===== src/rtl/fp32_pkg.sv =====
// Shared single-precision FPU constants and types.
// Used by the divider and its rounding stage.
package fp32_pkg;

    localparam int          EXP_BIAS = 127;
    localparam int          EXP_W    = 8;
    localparam int          MANT_W   = 23;
    localparam logic [31:0] QNAN     = 32'h7FC00000;
    localparam logic [7:0]  EXP_MAX  = 8'hFF;

    typedef enum logic [1:0] {
        RNE = 2'b00,
        RTZ = 2'b01,
        RUP = 2'b10,
        RDN = 2'b11
    } round_mode_t;

    typedef enum logic [1:0] {
        IDLE   = 2'b00,
        DIVIDE = 2'b01,
        ROUND  = 2'b10,
        DONE   = 2'b11
    } state_t;

endpackage


===== src/rtl/fp32_divider_if.sv =====
// Request/response bundle of the fp32 divider.
// master = requester, slave = divider.
interface fp32_divider_if;

    logic        start;
    logic [31:0] A;
    logic [31:0] B;
    logic [1:0]  round_mode;
    logic        busy;
    logic        done;
    logic        errorDiv;
    logic        overflowDiv;
    logic [31:0] resultDiv;

    modport master (
        output start, A, B, round_mode,
        input  busy, done, errorDiv, overflowDiv, resultDiv
    );

    modport slave (
        input  start, A, B, round_mode,
        output busy, done, errorDiv, overflowDiv, resultDiv
    );

endinterface


===== src/rtl/fp32_round.sv =====
// Combinational IEEE 754 single rounding and packing.
// Shared between the FPU divider and multiplier.
module fp32_round
    import fp32_pkg::*;
(
    input  logic              i_sign,
    input  logic signed [9:0] i_exp,
    input  logic [23:0]       i_mant,
    input  logic              i_guard,
    input  logic              i_sticky,
    input  round_mode_t       i_rm,
    output logic [31:0]       o_result,
    output logic              o_overflow,
    output logic              o_underflow
);

    logic              w_inc;
    logic [24:0]       w_sum;
    logic signed [9:0] w_exp;
    logic [22:0]       w_frac;

    // Round increment decision, mantissa carry and final packing
    always_comb begin
        w_inc = 1'b0;
        unique case (i_rm)
            RNE: w_inc = i_guard & (i_sticky | i_mant[0]);
            RTZ: w_inc = 1'b0;
            RUP: w_inc = ~i_sign & (i_guard | i_sticky);
            RDN: w_inc = i_sign & (i_guard | i_sticky);
        endcase

        w_sum  = {1'b0, i_mant} + {24'd0, w_inc};
        w_exp  = w_sum[24] ? (i_exp + 10'sd1) : i_exp;
        w_frac = w_sum[24] ? w_sum[23:1] : w_sum[22:0];

        o_overflow  = 1'b0;
        o_underflow = 1'b0;
        if (w_exp >= 10'sd255) begin
            o_overflow = 1'b1;
            o_result   = {i_sign, EXP_MAX, 23'h0};
        end else if (w_exp <= 10'sd0) begin
            o_underflow = 1'b1;
            o_result    = 32'h0;
        end else begin
            o_result = {i_sign, w_exp[7:0], w_frac};
        end
    end

endmodule


===== src/rtl/fp32_divider.sv =====
// Iterative restoring radix-2 IEEE 754 single divider.
// Optional macro FP_DIV_EARLY_OUT_EN: power-of-two divisors skip the loop.
module fp32_divider
    import fp32_pkg::*;
#(
    parameter int ITER_PER_CYCLE = 1
)
(
    input  logic           clk,
    input  logic           reset,
    fp32_divider_if.slave  bus
);

    generate
        if (ITER_PER_CYCLE != 1 && ITER_PER_CYCLE != 2) begin : g_bad_iter
            $error("ITER_PER_CYCLE must be 1 or 2");
        end
    endgenerate

    localparam logic [4:0] LOOP_LAST = 5'(26 / ITER_PER_CYCLE - 1);

    state_t            r_state;
    state_t            w_state_n;
    logic [4:0]        r_cnt;
    logic              r_sign;
    logic signed [9:0] r_exp;
    logic [23:0]       r_mb;
    logic [25:0]       r_rem;
    logic [25:0]       r_q;
    round_mode_t       r_rm;
    logic              r_spec;
    logic [31:0]       r_spec_res;
    logic              r_spec_err;
    logic [31:0]       r_result;
    logic              r_err;
    logic              r_ovf;

    logic [7:0]        w_ea;
    logic [7:0]        w_eb;
    logic              w_za;
    logic              w_zb;
    logic              w_infa;
    logic              w_infb;
    logic              w_nan;
    logic              w_special;
    logic              w_early;
    logic              w_sign;
    logic signed [9:0] w_exp_q;
    logic [31:0]       w_spec_res;
    logic              w_spec_err;
    logic [25:0]       w_rem_n;
    logic [25:0]       w_q_n;
    logic              w_msb;
    logic [23:0]       w_mant;
    logic              w_guard;
    logic              w_sticky;
    logic signed [9:0] w_exp_n;
    logic [31:0]       w_rnd_res;
    logic              w_rnd_ovf;
    logic              w_rnd_unf;

    assign w_ea    = bus.A[30:23];
    assign w_eb    = bus.B[30:23];
    assign w_za    = (w_ea == 8'h00);
    assign w_zb    = (w_eb == 8'h00);
    assign w_infa  = (w_ea == EXP_MAX) && (bus.A[22:0] == 23'h0);
    assign w_infb  = (w_eb == EXP_MAX) && (bus.B[22:0] == 23'h0);
    assign w_nan   = ((w_ea == EXP_MAX) && (bus.A[22:0] != 23'h0))
                   || ((w_eb == EXP_MAX) && (bus.B[22:0] != 23'h0))
                   || (w_za && w_zb) || (w_infa && w_infb);
    assign w_special = w_za || w_zb
                     || (w_ea == EXP_MAX) || (w_eb == EXP_MAX);
    assign w_sign  = bus.A[31] ^ bus.B[31];
    assign w_exp_q = $signed({2'b00, w_ea}) - $signed({2'b00, w_eb})
                   + 10'(EXP_BIAS);

`ifdef FP_DIV_EARLY_OUT_EN
    assign w_early = ~w_special && (bus.B[22:0] == 23'h0);
`else
    assign w_early = 1'b0;
`endif

    // Special-operand result, resolved in priority order
    always_comb begin
        w_spec_res = 32'h0;
        w_spec_err = 1'b0;
        if (w_nan) begin
            w_spec_res = QNAN;
            w_spec_err = 1'b1;
        end else if (w_zb && !w_infa) begin
            w_spec_res = {w_sign, EXP_MAX, 23'h0};
            w_spec_err = 1'b1;
        end else if (w_infa) begin
            w_spec_res = {w_sign, EXP_MAX, 23'h0};
        end else begin
            w_spec_res = {w_sign, 31'h0};
        end
    end

    // Restoring division steps resolved this cycle
    always_comb begin
        w_rem_n = r_rem;
        w_q_n   = r_q;
        for (int i = 0; i < ITER_PER_CYCLE; i++) begin
            if (w_rem_n >= {2'b00, r_mb}) begin
                w_rem_n = w_rem_n - {2'b00, r_mb};
                w_q_n   = {w_q_n[24:0], 1'b1};
            end else begin
                w_q_n   = {w_q_n[24:0], 1'b0};
            end
            w_rem_n = {w_rem_n[24:0], 1'b0};
        end
    end

    // Normalise the quotient and extract guard/sticky
    always_comb begin
        w_msb    = r_q[25];
        w_mant   = w_msb ? r_q[25:2] : r_q[24:1];
        w_guard  = w_msb ? r_q[1] : r_q[0];
        w_sticky = w_msb ? (r_q[0] | (|r_rem)) : (|r_rem);
        w_exp_n  = w_msb ? r_exp : (r_exp - 10'sd1);
    end

    fp32_round u_round (
        .i_sign      (r_sign),
        .i_exp       (w_exp_n),
        .i_mant      (w_mant),
        .i_guard     (w_guard),
        .i_sticky    (w_sticky),
        .i_rm        (r_rm),
        .o_result    (w_rnd_res),
        .o_overflow  (w_rnd_ovf),
        .o_underflow (w_rnd_unf)
    );

    // FSM state register
    always_ff @(posedge clk or posedge reset) begin
        if (reset) r_state <= IDLE;
        else       r_state <= w_state_n;
    end

    // FSM next-state logic
    always_comb begin
        w_state_n = r_state;
        unique case (r_state)
            IDLE: begin
                if (bus.start)
                    w_state_n = (w_special || w_early) ? ROUND : DIVIDE;
            end
            DIVIDE: begin
                if (r_cnt == 5'd0) w_state_n = ROUND;
            end
            ROUND:   w_state_n = DONE;
            DONE:    w_state_n = IDLE;
        endcase
    end

    // Operand latch, iteration datapath and result registers
    always_ff @(posedge clk or posedge reset) begin
        if (reset) begin
            r_cnt      <= 5'd0;
            r_sign     <= 1'b0;
            r_exp      <= 10'sd0;
            r_mb       <= 24'h0;
            r_rem      <= 26'h0;
            r_q        <= 26'h0;
            r_rm       <= RNE;
            r_spec     <= 1'b0;
            r_spec_res <= 32'h0;
            r_spec_err <= 1'b0;
            r_result   <= 32'h0;
            r_err      <= 1'b0;
            r_ovf      <= 1'b0;
        end else begin
            unique case (r_state)
                IDLE: begin
                    if (bus.start) begin
                        r_cnt      <= LOOP_LAST;
                        r_sign     <= w_sign;
                        r_exp      <= w_exp_q;
                        r_mb       <= {1'b1, bus.B[22:0]};
                        r_rm       <= round_mode_t'(bus.round_mode);
                        r_spec     <= w_special;
                        r_spec_res <= w_spec_res;
                        r_spec_err <= w_spec_err;
                        if (w_early) begin
                            r_rem <= 26'h0;
                            r_q   <= {1'b1, bus.A[22:0], 2'b00};
                        end else begin
                            r_rem <= {3'b001, bus.A[22:0]};
                            r_q   <= 26'h0;
                        end
                    end
                end
                DIVIDE: begin
                    r_rem <= w_rem_n;
                    r_q   <= w_q_n;
                    r_cnt <= r_cnt - 5'd1;
                end
                ROUND: begin
                    if (r_spec) begin
                        r_result <= r_spec_res;
                        r_err    <= r_spec_err;
                        r_ovf    <= 1'b0;
                    end else begin
                        r_result <= w_rnd_res;
                        r_err    <= w_rnd_unf;
                        r_ovf    <= w_rnd_ovf;
                    end
                end
                DONE: begin
                end
            endcase
        end
    end

    assign bus.busy        = (r_state != IDLE);
    assign bus.done        = (r_state == DONE);
    assign bus.resultDiv   = r_result;
    assign bus.errorDiv    = r_err;
    assign bus.overflowDiv = r_ovf;

endmodule


===== src/flat_wrapper.sv =====
// flat-port wrapper written by rule: the top's interface ports become plain ports
module fp32_divider_flat import fp32_pkg::*;
#(
    parameter int ITER_PER_CYCLE = 1
)
  (clk, reset, bus_start, bus_A, bus_B, bus_round_mode, bus_busy, bus_done, bus_errorDiv, bus_overflowDiv, bus_resultDiv);
  fp32_divider_if bus_i ();
  input  logic clk;
  input  logic reset;
  input wire logic [$bits(bus_i.start)-1:0] bus_start;
  input wire logic [$bits(bus_i.A)-1:0] bus_A;
  input wire logic [$bits(bus_i.B)-1:0] bus_B;
  input wire logic [$bits(bus_i.round_mode)-1:0] bus_round_mode;
  output wire logic [$bits(bus_i.busy)-1:0] bus_busy;
  output wire logic [$bits(bus_i.done)-1:0] bus_done;
  output wire logic [$bits(bus_i.errorDiv)-1:0] bus_errorDiv;
  output wire logic [$bits(bus_i.overflowDiv)-1:0] bus_overflowDiv;
  output wire logic [$bits(bus_i.resultDiv)-1:0] bus_resultDiv;
  assign bus_i.start = bus_start;
  assign bus_i.A = bus_A;
  assign bus_i.B = bus_B;
  assign bus_i.round_mode = bus_round_mode;
  assign bus_busy = bus_i.busy;
  assign bus_done = bus_i.done;
  assign bus_errorDiv = bus_i.errorDiv;
  assign bus_overflowDiv = bus_i.overflowDiv;
  assign bus_resultDiv = bus_i.resultDiv;
  fp32_divider #(.ITER_PER_CYCLE(ITER_PER_CYCLE)) u_core (.clk(clk), .reset(reset), .bus(bus_i));
endmodule

===== config.mk =====
export PLATFORM = sky130hd
export DESIGN_NAME = fp32_divider_flat
export DESIGN_NICKNAME = d
export VERILOG_FILES = /design/src/rtl/fp32_pkg.sv /design/src/rtl/fp32_divider_if.sv /design/src/rtl/fp32_round.sv /design/src/rtl/fp32_divider.sv /design/src/flat_wrapper.sv
export SDC_FILE = /design/constraint.sdc
export NUM_CORES = 1
export LEC_CHECK = 0
export CAP_MARGIN = 20
export CORE_MARGIN = 2
export CORE_UTILIZATION = 35
export DETAILED_ROUTE_END_ITERATION = 8
export SYNTH_ARGS = -nofsm -noshare
export SYNTH_HDL_FRONTEND = slang
export SYNTH_SLANG_ARGS = --single-unit

===== constraint.sdc =====
create_clock -name clk -period 15.4 [get_ports clk]
set_clock_uncertainty 0.15 [all_clocks]
set_input_delay 3.08 -clock clk [delete_from_list [all_inputs] [get_ports clk]]
set_output_delay 3.08 -clock clk [all_outputs]
set_load 0.01 [all_outputs]

### After elaboration in Yosys (flattened, before gate mapping)

Cells that the tools add are included.
Widths: inputs -> output; s select.

* register bits after elaboration: 164
* input bits: 69
* logic and storage cells: 103

* $add $sub $neg: 7
* order comparisons: 3
* eq/ne operators: 10
* multiplexer cells: 32
* bitwise gates (word level): 8
* reduce and logical (&&, ||, !) cells: 29

Operators with widths (number)
* $mux 32: 4
* $pmux 26 s2: 2
* $mux 31: 2
* $mux 26: 2
* $logic_not 23->1: 2
* $reduce_bool 23->1: 2
* $ge 26x24->1: 1
* $reduce_or 26->1: 1
* $add 24x1->25: 1
* $mux 25: 1
* $sub 25x24->25: 1
* $mux 24: 1
* $mux 23: 1
* $mux 10: 2
* $eq 8x8->1 const B: 2
* $logic_not 8->1: 2
* $add 10x2->10 const B: 1
* $add 10x8->10 const B: 1
* $ge 10x9->1 const B: 1
* $le 10x1->1 const B: 1
* $mux 1: 10
* $pmux 5 s2: 1
* $sub 10x2->10 const B: 1
* $sub 8x8->9: 1
* other kinds (20): 45

### Depth between registers and ports, before layout

Gate-level depths: netlist of the first run.

* word-level depth: 12
* gate-level depth with buffers: 21
* gate-level depth less buffers: 16

### By module

From an unflattened synthesis of the first run, not the netlist that was laid out.

* cells, all modules: 1037
* area total of the unflattened synthesis: 9220.1 um^2

Modules (own cells, without submodules)
* fp32_divider: times used 1, cells each 850, area an instance 7958.9 um^2, seq. area each 3378.2 um^2
* fp32_round: times used 1, cells each 187, area an instance 1261.2 um^2, seq. area each 0.0 um^2

### Worst setup path after synthesis of the first run

OpenSTA, ideal clock, no wires.

* path type: input -> register
* from: input port bus_A[23]
* to: register u_core.r_exp[8]
* library setup time: 0.135 ns
* arrival: 4.927 ns
* data required time: 15.115 ns
* setup slack: 10.188 ns
* cell stages on the path: 13
* buffers on the path: 0
* cell sequence: inv_1 -> ha_1 -> inv_1 -> fa_1 -> nand2_1 -> nand2_1 -> a21oi_1 -> o21ai_0 -> a21oi_1 -> xor2_1 -> a311o_1 -> xor2_1 -> o21ai_0

* longest elaborated chain between the ends: 2

RTL lines
* from (decl): RTL line flat_wrapper.sv:11 `input wire logic [$bits(bus_i.A)-1:0] bus_A;`
* $sub 8x8->9: RTL line fp32_divider.sv:74 `assign w_exp_q = $signed({2'b00, w_ea}) - $signed({2'b00, w_eb})`
* $add 10x8->10: RTL line fp32_divider.sv:75 `+ 10'(EXP_BIAS);`
* to (signal assigned): RTL line fp32_divider.sv:180 `r_exp <= w_exp_q;`
* to (decl): RTL line fp32_divider.sv:26 `logic signed [9:0] r_exp;`

Every way passes these cells.
A chain may end at the register's enable or synchronous reset.

### Final worst setup path of the first run

* from: register u_core.r_q[25]
* to: register u_core.r_result[21], in the netlist u_core.bus.resultDiv[21]

* longest elaborated chain between the ends: 10
* elaborated cells between the ends (all ways): 19

RTL lines
* from (decl): RTL line fp32_divider.sv:29 `logic [25:0] r_q;`
* from (signal assigned): RTL line fp32_divider.sv:188 `r_q <= {1'b1, bus.A[22:0], 2'b00};`
* from (signal assigned): RTL line fp32_divider.sv:197 `r_q <= w_q_n;`
* $mux 1, or another cell as far along: RTL line fp32_divider.sv:119 `w_guard = w_msb ? r_q[1] : r_q[0];`
* $or 1x1->1, on equally long branches: RTL line fp32_round.sv:28, fp32_round.sv:29, fp32_round.sv:26
* $and 1x1->1, on equally long branches: RTL line fp32_round.sv:29, fp32_round.sv:26, fp32_round.sv:28
* $pmux 1 s4: RTL line fp32_round.sv:25 `unique case (i_rm)`
* $add 24x1->25: RTL line fp32_round.sv:32 `w_sum = {1'b0, i_mant} + {24'd0, w_inc};`
* $mux 10: RTL line fp32_round.sv:33 `w_exp = w_sum[24] ? (i_exp + 10'sd1) : i_exp;`
* $le 10x1->1: RTL line fp32_round.sv:41 `end else if (w_exp <= 10'sd0) begin`
* $mux 32: RTL line fp32_round.sv:41
* $mux 32 *: RTL line fp32_round.sv:38 `if (w_exp >= 10'sd255) begin`
* $mux 32 *: RTL line fp32_divider.sv:201 `if (r_spec) begin`
* to (signal assigned): RTL line fp32_divider.sv:202 `r_result <= r_spec_res;`
* to (signal assigned): RTL line fp32_divider.sv:206 `r_result <= w_rnd_res;`
* to (decl): RTL line fp32_divider.sv:34 `logic [31:0] r_result;`

Mark *: on every way between the ends. The rest lies on a longest branch, timed or not.

==> results of run 1 <==
## power groups by stage
stage / clock network, W / registers [W] / logic (W)
final: 0.000424 / 0.000584 / 0.00134
after detailed placement: 0 / 0.000589 / 0.00132
after global routing: 0.000445 / 0.000600 / 0.00149
after global placement: 0 / 0.000585 / 0.00131
after CTS: 0.000430 / 0.000583 / 0.00133
after floorplan: 0 / 0.000541 / 0.00105
## critical path, stage by stage, from the launching register on
cell	delay, ns
dfrtp_2	0.34
buf_4	0.59
a211oi_1	0.20
nand4_1	0.19
o31a_1	0.17
nor2_1	0.04
nor3_1	0.14
ha_1	0.25
ha_1	0.21
nand2_1	0.11
nor4_4	0.54
nand4_2	0.33
or2_2	0.42
a2111oi_0	0.55
a31oi_1	0.11
o31ai_2	0.33
a211o_1	0.66
o32ai_1	0.21
## per-stage QoR
| step | setup WS (ns) | cells |
|---|---|---|
| after global placement | 9.51 | 1459 |
| after CTS | 9.69 | 1491 |
| after detailed placement | 9.51 | 1459 |
| after global routing | 9.30 | 1491 |
| after floorplan | 8.56 | 1072 |
| final | 9.66 | 1491 |
## kinds of logic (layout without fill, tap and decap cells)
logic type,count (synthesis),in the layout,synth area share [%]
XOR/XNOR,85,85,8.12
flip-flops,135,135,35.2
adder cells (fa/ha/maj),45,45,6.03
AND/OR/NAND/NOR,306,306,16.2
multiplexers,66,66,7.27
buffers and inverters,133,211,5.53
AO/OA/AOI/OAI,302,302,21.6
## how the worst max path moves through the flow
| stage | startpoint | to | depth (start not counted) |
|---|---|---|---|
| final | u_core.r_q[25] | u_core.bus.resultDiv[21] | 17 |
| after global routing | u_core.r_q[25] | u_core.bus.resultDiv[11] | 17 |
| after CTS | u_core.r_q[25] | u_core.bus.resultDiv[0] | 17 |
| after detailed placement | bus_A[23] | u_core.r_exp[8] | 14 |
| after global placement | bus_B[23] | u_core.r_exp[8] | 13 |
| after floorplan | reset | u_core.bus.errorDiv | 1 |
## cell type report
| cell class | instances | share of cell area (%) |
|---|---|---|
| clock buffer | 20 | 3.98 |
| clock inverter | 12 | 1.32 |
| inverter | 67 | 2.24 |
| multi-input combinational | 804 | 49.6 |
| sequential | 135 | 29.5 |
| tap | 341 | 3.72 |
| timing repair buffer | 112 | 9.61 |
## layer usage
layer  global-route usage (%)  up-vias  share of wire [%]
met5                        0        -                  0
met2                     29.5      176                 47
met4                     3.72        0                1.3
met1                     24.0     3873                 47
met3                     3.26       23                4.1
li1                         -     4011                  -
## registers in the layout, summed over array words and instances, names as in the netlist, 2 cells and up
register	flops
u_core.r_q	26
u_core.r_rm	2
u_core.bus.resultDiv	32
u_core.r_cnt	5
u_core.r_mb	24
u_core.r_rem	26
u_core.r_state	2
u_core.r_spec_res	3
u_core.r_exp	10
## placed cells by master (no fill, tap or decap), types with 5 or more instances in the layout
cell type | Yosys | routed
nand2b_1 | 10 | 10
or4_1 | 5 | 5
xnor2_1 | 47 | 47
nand2_1 | 89 | 88
a22o_1 | 23 | 23
a21o_1 | 33 | 33
xor2_1 | 35 | 35
o31a_1 | 6 | 6
mux2i_1 | 37 | 37
nand4_1 | 12 | 12
buf_4 | 2 | 8
o211ai_1 | 8 | 8
clkdlybuf4s50_1 | 0 | 104
o21ai_0 | 62 | 62
a211oi_1 | 10 | 10
a31oi_1 | 9 | 9
o2bb2ai_1 | 19 | 19
nor2_1 | 65 | 65
nor4b_1 | 5 | 5
dfrtp_1 | 135 | 134
ha_1 | 43 | 43
o21a_1 | 13 | 13
and3_1 | 12 | 12
nand3_1 | 31 | 31
mux2_2 | 29 | 29
nor4_1 | 20 | 20
a21oi_1 | 67 | 67
nor2b_1 | 6 | 6
clkinvlp_4 | 0 | 5
o32ai_1 | 6 | 6
nor3_1 | 24 | 24
inv_1 | 67 | 66
clkbuf_16 | 0 | 17
## Yosys cell counts, types with 6 or more instances
master,count
a21o_1,33
xnor2_1,47
o211ai_1,8
nand2_1,89
a21oi_1,67
buf_2,7
ha_1,43
buf_1,6
dfrtp_1,135
mux2_2,29
o21ai_0,62
and3_1,12
mux2i_1,37
xor2_1,35
nand2b_1,10
clkbuf_1,49
nand4_1,12
a31oi_1,9
a211oi_1,10
inv_1,67
nor2_1,65
nor3_1,24
o32ai_1,6
nor2b_1,6
nand3_1,31
o2bb2ai_1,19
a22o_1,23
o31a_1,6
o21a_1,13
nor4_1,20
==> impl_results.md, run 1 <==
* Pint at 0.00129 W
* 1st-iter DRT viols at 436
* Synth area leader: dfrtp_1
* Die W at approximately 170 µm
* Clock power share at between 10% and 20%
* Dominant cells by area after synthesis: dfrtp_1, ha_1, xnor2_1
* Arr. time, crit path at approximately 6 ns
* WL final at ~25,000 µm
* Final RePlAce weighted congestion at around 0.88
* Sequential cell area at about 3400 µm²
* Fin. max-slew vios at 0
* CTS tree: done
* Number of global-route vias before repair at roughly 7.8k
* Root buf cell: clkbuf_16
* Antenna violations before repair at 0
* Power share of the sequential group at ~25%
* Power per cell area at between 200 and 250 nW/µm²
* Via count at between 8k and 9k
* Status: completed
* Max Clk Rate at roughly 170 MHz
* Mapped Nets at about 1.2k
* Final ANT Viol Nets at 0
* Gr ovfl total at 0
* Worst-Margin Slew at 0.951 ns
* Hold Path Origin: u_core.r_mb[23]
* Critical path required time at approximately 16 ns
* Crit path max fanout at 65
* Setup total negative slack at 0 ns
* Num ports at between 100 and 150
* Post-DP Area at about 11,000 µm²
* Syn Std Cell Area at 9590 µm²
* Period utilisation layout at 37.3%
* CTS Sinks at about 140
* ANT cells at 0
* DP Wirelength at roughly 19,000 µm
* Post-synthesis sequential area ratio at between 30% and 40%
* Psw at around 0.0010 W
* Yosys top cell area share at a little over a third
* Number of gates resized after CTS at 0
* CP startpoint kind: register
* Syn. warnings at 0
* # setup viols final at 0
* Worst Hold Slack at 0.320 ns
* HP Class: register to register
* LEAKAGE at roughly 4.7 nW
* CP Class: register to register
* Power Total at between 0.002 and 0.0025 W
* Clock transition at path regs at 0.06 ns
* Core Area at about 27,000 µm²
* Syn Inst Count at around 1.1k
* Setup bufs post-CTS at 0
* Primary FF master, synth: dfrtp_1
* FFs w/ async S/R, synth at between 90% and 100%
* Vias per cell at 5.42
* Clk buf depth at 2
* R2R Setup Slk at just under 10 ns
* Port bufs at 104
* Worst r2r dst: u_core.bus.resultDiv[21]
* Share of cells above drive strength 1 at 8.26%
* Synth Register Bits at roughly 140
* Crit path time final at ~5.7 ns
* Largest net degree at the start of global routing at 81
* Min-Delay Endpoint: u_core.r_mb[23]
* Filler instances at around 2.7k
* CTS Hold Bufs at 0
* Drt pass-1 iters at 5
* Nets@finish at approximately 1.3k
* Standard-cell rows at 60
* Fin area at ~11,000 µm²
* Final Util at between 40% and 50%
* Post-synth EDFFs at 0
* WL/cell at about 17 µm
* Post-route DRC at 0
* First-pass GRT wire length at between 40,000 and 50,000 µm
* Syn-to-layout area delta at 19.6%
* Slew headroom at 36.6%
* Total of max-cap violations at 0
* Die height at ~170 µm
* Avg Cell Area, Syn at between 8 and 9 µm²
* Area of the multi-input gates at ~5700 µm²
* RSZ-0062 raised after global routing: false
* Maximum VDD drop at between 0.08 and 0.09 mV
* Synth cell types at 77
* Origin of the critical flop-to-flop path: u_core.r_q[25]
* Initial Utilization at 35.6%
* Worst setup EP type: register
* Hold Path Depth at 2
* Combinational share of power at 57.0%
* Total GRT Usage at between 15 and 20%
* H-tree Lvls at 4
* Die area at roughly 29,000 µm²
* Reg2Reg Depth at 17
* CTS buffer count at 17
* Switching part of the total at between 40% and 50%
* Final hold vios at 0
* Clk_lat worst skew at roughly 0.42 ns
Power figures use the tool's default switching activity.
==> run 2: changes to the inputs <==
clock period = 5.9 ns   (was 15.4 ns; I/O delays follow)
==> impl_results.md, run 2 (synthesis gave the netlist of run 1 again) <==
* Setup total negative slack at 0 ns (unchanged)
* Slew headroom at 33.0% (-3.5 points)
* Die W at 169 µm (unchanged)
* RSZ-0062 raised after global routing: false
* Max reg flops at 32 (unchanged)
* LEAKAGE at 4.74 nW (+0.42%)
* Num ports at 105 (unchanged)
* CTS Hold Bufs at 0 (unchanged)
* Nets@finish at 1,253 (+0.16%)
* Critical path required time at 6.04 ns (-9.46 ns)
* Arr. time, crit path at 4.81 ns (-1.04 ns)
* Root buf cell: clkbuf_16
* Most frequent cells in the layout: dfrtp_1, clkdlybuf4s50_1, nand2_1
* Share of cells above drive strength 1 at 8.51% (+0.25 points)
* 1st-iter DRT viols at 541 (+24%)
* Final ANT Viol Nets at 0 (unchanged)
* Status: completed
* Drt pass-1 iters at 5 (unchanged)
* CP Buf/Inv Count at 0 (-1)
* WL final at 25,900 µm (+3.8%)
* Crit path time final at 4.68 ns (-1.06 ns)
* Global routing usage on met2 at 30.8% (+1.3 points)
* CTS buffer count at 17 (unchanged)
* # setup viols final at 0 (unchanged)
* Final Util at 42.7% (+0.13 points)
* DP Wirelength at 19,200 µm (+3.1%)
* Clk_lat worst skew at 0.43 ns (about the same)
* Gr ovfl total at 0 (unchanged)
* Slowest stage cell, crit path: a211o_1
* Fin. max-slew vios at 0 (unchanged)
* ANT cells at 0 (unchanged)
* Cell with the most instances on the worst path: ha_1
* Met1 Usage GRT at 24.5% (+0.49 points)
* Filler instances at 2,693 (-0.074%)
* Worst setup EP type: register
* Power share of the sequential group at 24.4% (-0.5 points)
* Number of global-route vias before repair at 8,004 (+2.2%)
* Maximum VDD drop at 0.256 mV (+190%)
* Period utilisation layout at 79.3% (+42 points)
* Post-route DRC at 0 (unchanged)
* Syn-to-layout area delta at 19.9%
* Clock transition at path regs at 0.06 ns (about the same)
* Power Total at 0.00619 W (+160%)
* Largest net degree at the start of global routing at 103 (+27%)
* CTS tree: done
* Worst Hold Slack at 0.304 ns (-0.0155 ns)
* Most crowded layer after global routing: met2
* Clock power share at 18.4% (+0.3 points)
* Number of gates resized after CTS at 0 (unchanged)
* Post-route setup slack at 1.22 ns (-8.44 ns)
* Sequential cell area at 3380 µm² (unchanged)
* Antenna violations before repair at 0 (unchanged)
* CTS Sinks at 135 (unchanged)
* Clk buf depth at 2 (unchanged)
* Die area at 28,700 µm² (unchanged)
* Via count at 8,191 (+1.3%)
* Pint at 0.00341 W (+160%)
* CP startpoint kind: register
* Standard-cell rows at 60 (unchanged)
* Vias per cell at 5.49 (+1.2%)
* Core Area at 27,000 µm² (unchanged)
* Crit path cell chain: nor4_1 > nand3_1 > o31a_1 > nor2_1 > nor3_1 > ha_1 > ha_1 > nand2_1 > nor4_4 > nand4_2 > or2_2 > a2111oi_0 > a31oi_1 > o31ai_2 > a211o_1 > o32ai_1
* Die height at 169 µm (unchanged)
* Port bufs at 104 (unchanged)
* Total of max-cap violations at 0 (unchanged)
* Most common cell after layout, fill and taps aside: dfrtp_1
* H-tree Lvls at 4 (unchanged)
* Max Clk Rate at 214 MHz (+23%)
* Area of the multi-input gates at 5690 µm² (unchanged)
* Met3 usage at 2.94% (-0.33 points)
* CP Class: register to register
* Setup bufs post-CTS at 0 (unchanged)
* CP top delay family: compound AO/OA/AOI/OAI gates
* Final hold vios at 0 (unchanged)
* Max stage delay on crit path at 0.63 ns (-0.03 ns)
* Power per cell area at 539 nW/µm² (+160%)
* Final RePlAce weighted congestion at 0.910 (+3.4%)
* HP Class: register to register
* Psw at 0.00278 W (+170%)
* Worst-Margin Slew at 1.00 ns (+0.0492 ns)
* Crit path max fanout at 23 (-65%)
* First-pass GRT wire length at 42,000 µm (+2.8%)
* Total GRT Usage at 18.3% (+0.65 points)
* Initial Utilization at 35.6% (unchanged)
* Switching part of the total at 44.9% (+0.15 points)
* WL/cell at 17.4 µm (+3.6%)
* Combinational share of power at 57.2% (+0.2 points)
* Dpl ws at 1.25 ns (-8.25 ns)
run 2: stage by stage:
stage          instances  area [µm²]
2_1_floorplan       1072        9590
3_3_place_gp        1461       10900
3_5_place_dp        1461       10900
4_1_cts             1493       11500
5_1_grt             1493       11500
6_report            1493       11500
run 2: final timing paths:
| path | startpoint | end | slack [ns] | cells past startpoint |
|---|---|---|---|---|
| min | u_core.r_mb[23] | u_core.r_mb[23] | 0.30 | 2 |
| max in group asynchronous | reset | u_core.r_q[18] | 3.43 | 3 |
| max | u_core.r_rem[17] | u_core.bus.resultDiv[21] | 1.22 | 16 |
| max reg2reg | u_core.r_rem[17] | u_core.bus.resultDiv[21] | 1.22 | 16 |
| min reg2reg | u_core.r_mb[23] | u_core.r_mb[23] | 0.30 | 2 |
| min in group asynchronous | reset | u_core.r_mb[0] | 1.18 | 2 |
run 2: worst register-to-register path: stages, from the launching register on:
cell	delay [ns]
dfrtp_1	0.44
nor4_1	0.12
nand3_1	0.15
o31a_1	0.16
nor2_1	0.04
nor3_1	0.16
ha_1	0.25
ha_1	0.20
nand2_1	0.10
nor4_4	0.50
nand4_2	0.26
or2_2	0.39
a2111oi_0	0.36
a31oi_1	0.10
o31ai_2	0.31
a211o_1	0.63
o32ai_1	0.21
run 2: final cells by class:
cell class	instances	share of cell area, %
clock buffers	21	4.18
multi-input cells	804	49.5
inverters	67	2.23
well taps	341	3.71
clock inverters	11	1.27
flip-flops and latches	135	29.4
repair buffers	114	9.71
run 2: metal layers:
| metal | vias up | share of wire, % |
|---|---|---|
| li1 | 4008 | - |
| met1 | 3982 | 47 |
| met2 | 176 | 48 |
| met3 | 25 | 3.5 |
| met4 | 0 | 1.7 |
| met5 | - | 0 |
run 2: power groups by stage:
stage | logic, W | registers (W) | clock network, W
2_1_floorplan | 0.00273 | 0.00141 | 0
3_3_place_gp | 0.00348 | 0.00151 | 0
3_5_place_dp | 0.00349 | 0.00153 | 0
4_1_cts | 0.00352 | 0.00151 | 0.00116
5_1_grt | 0.00391 | 0.00155 | 0.00120
6_report | 0.00354 | 0.00151 | 0.00114
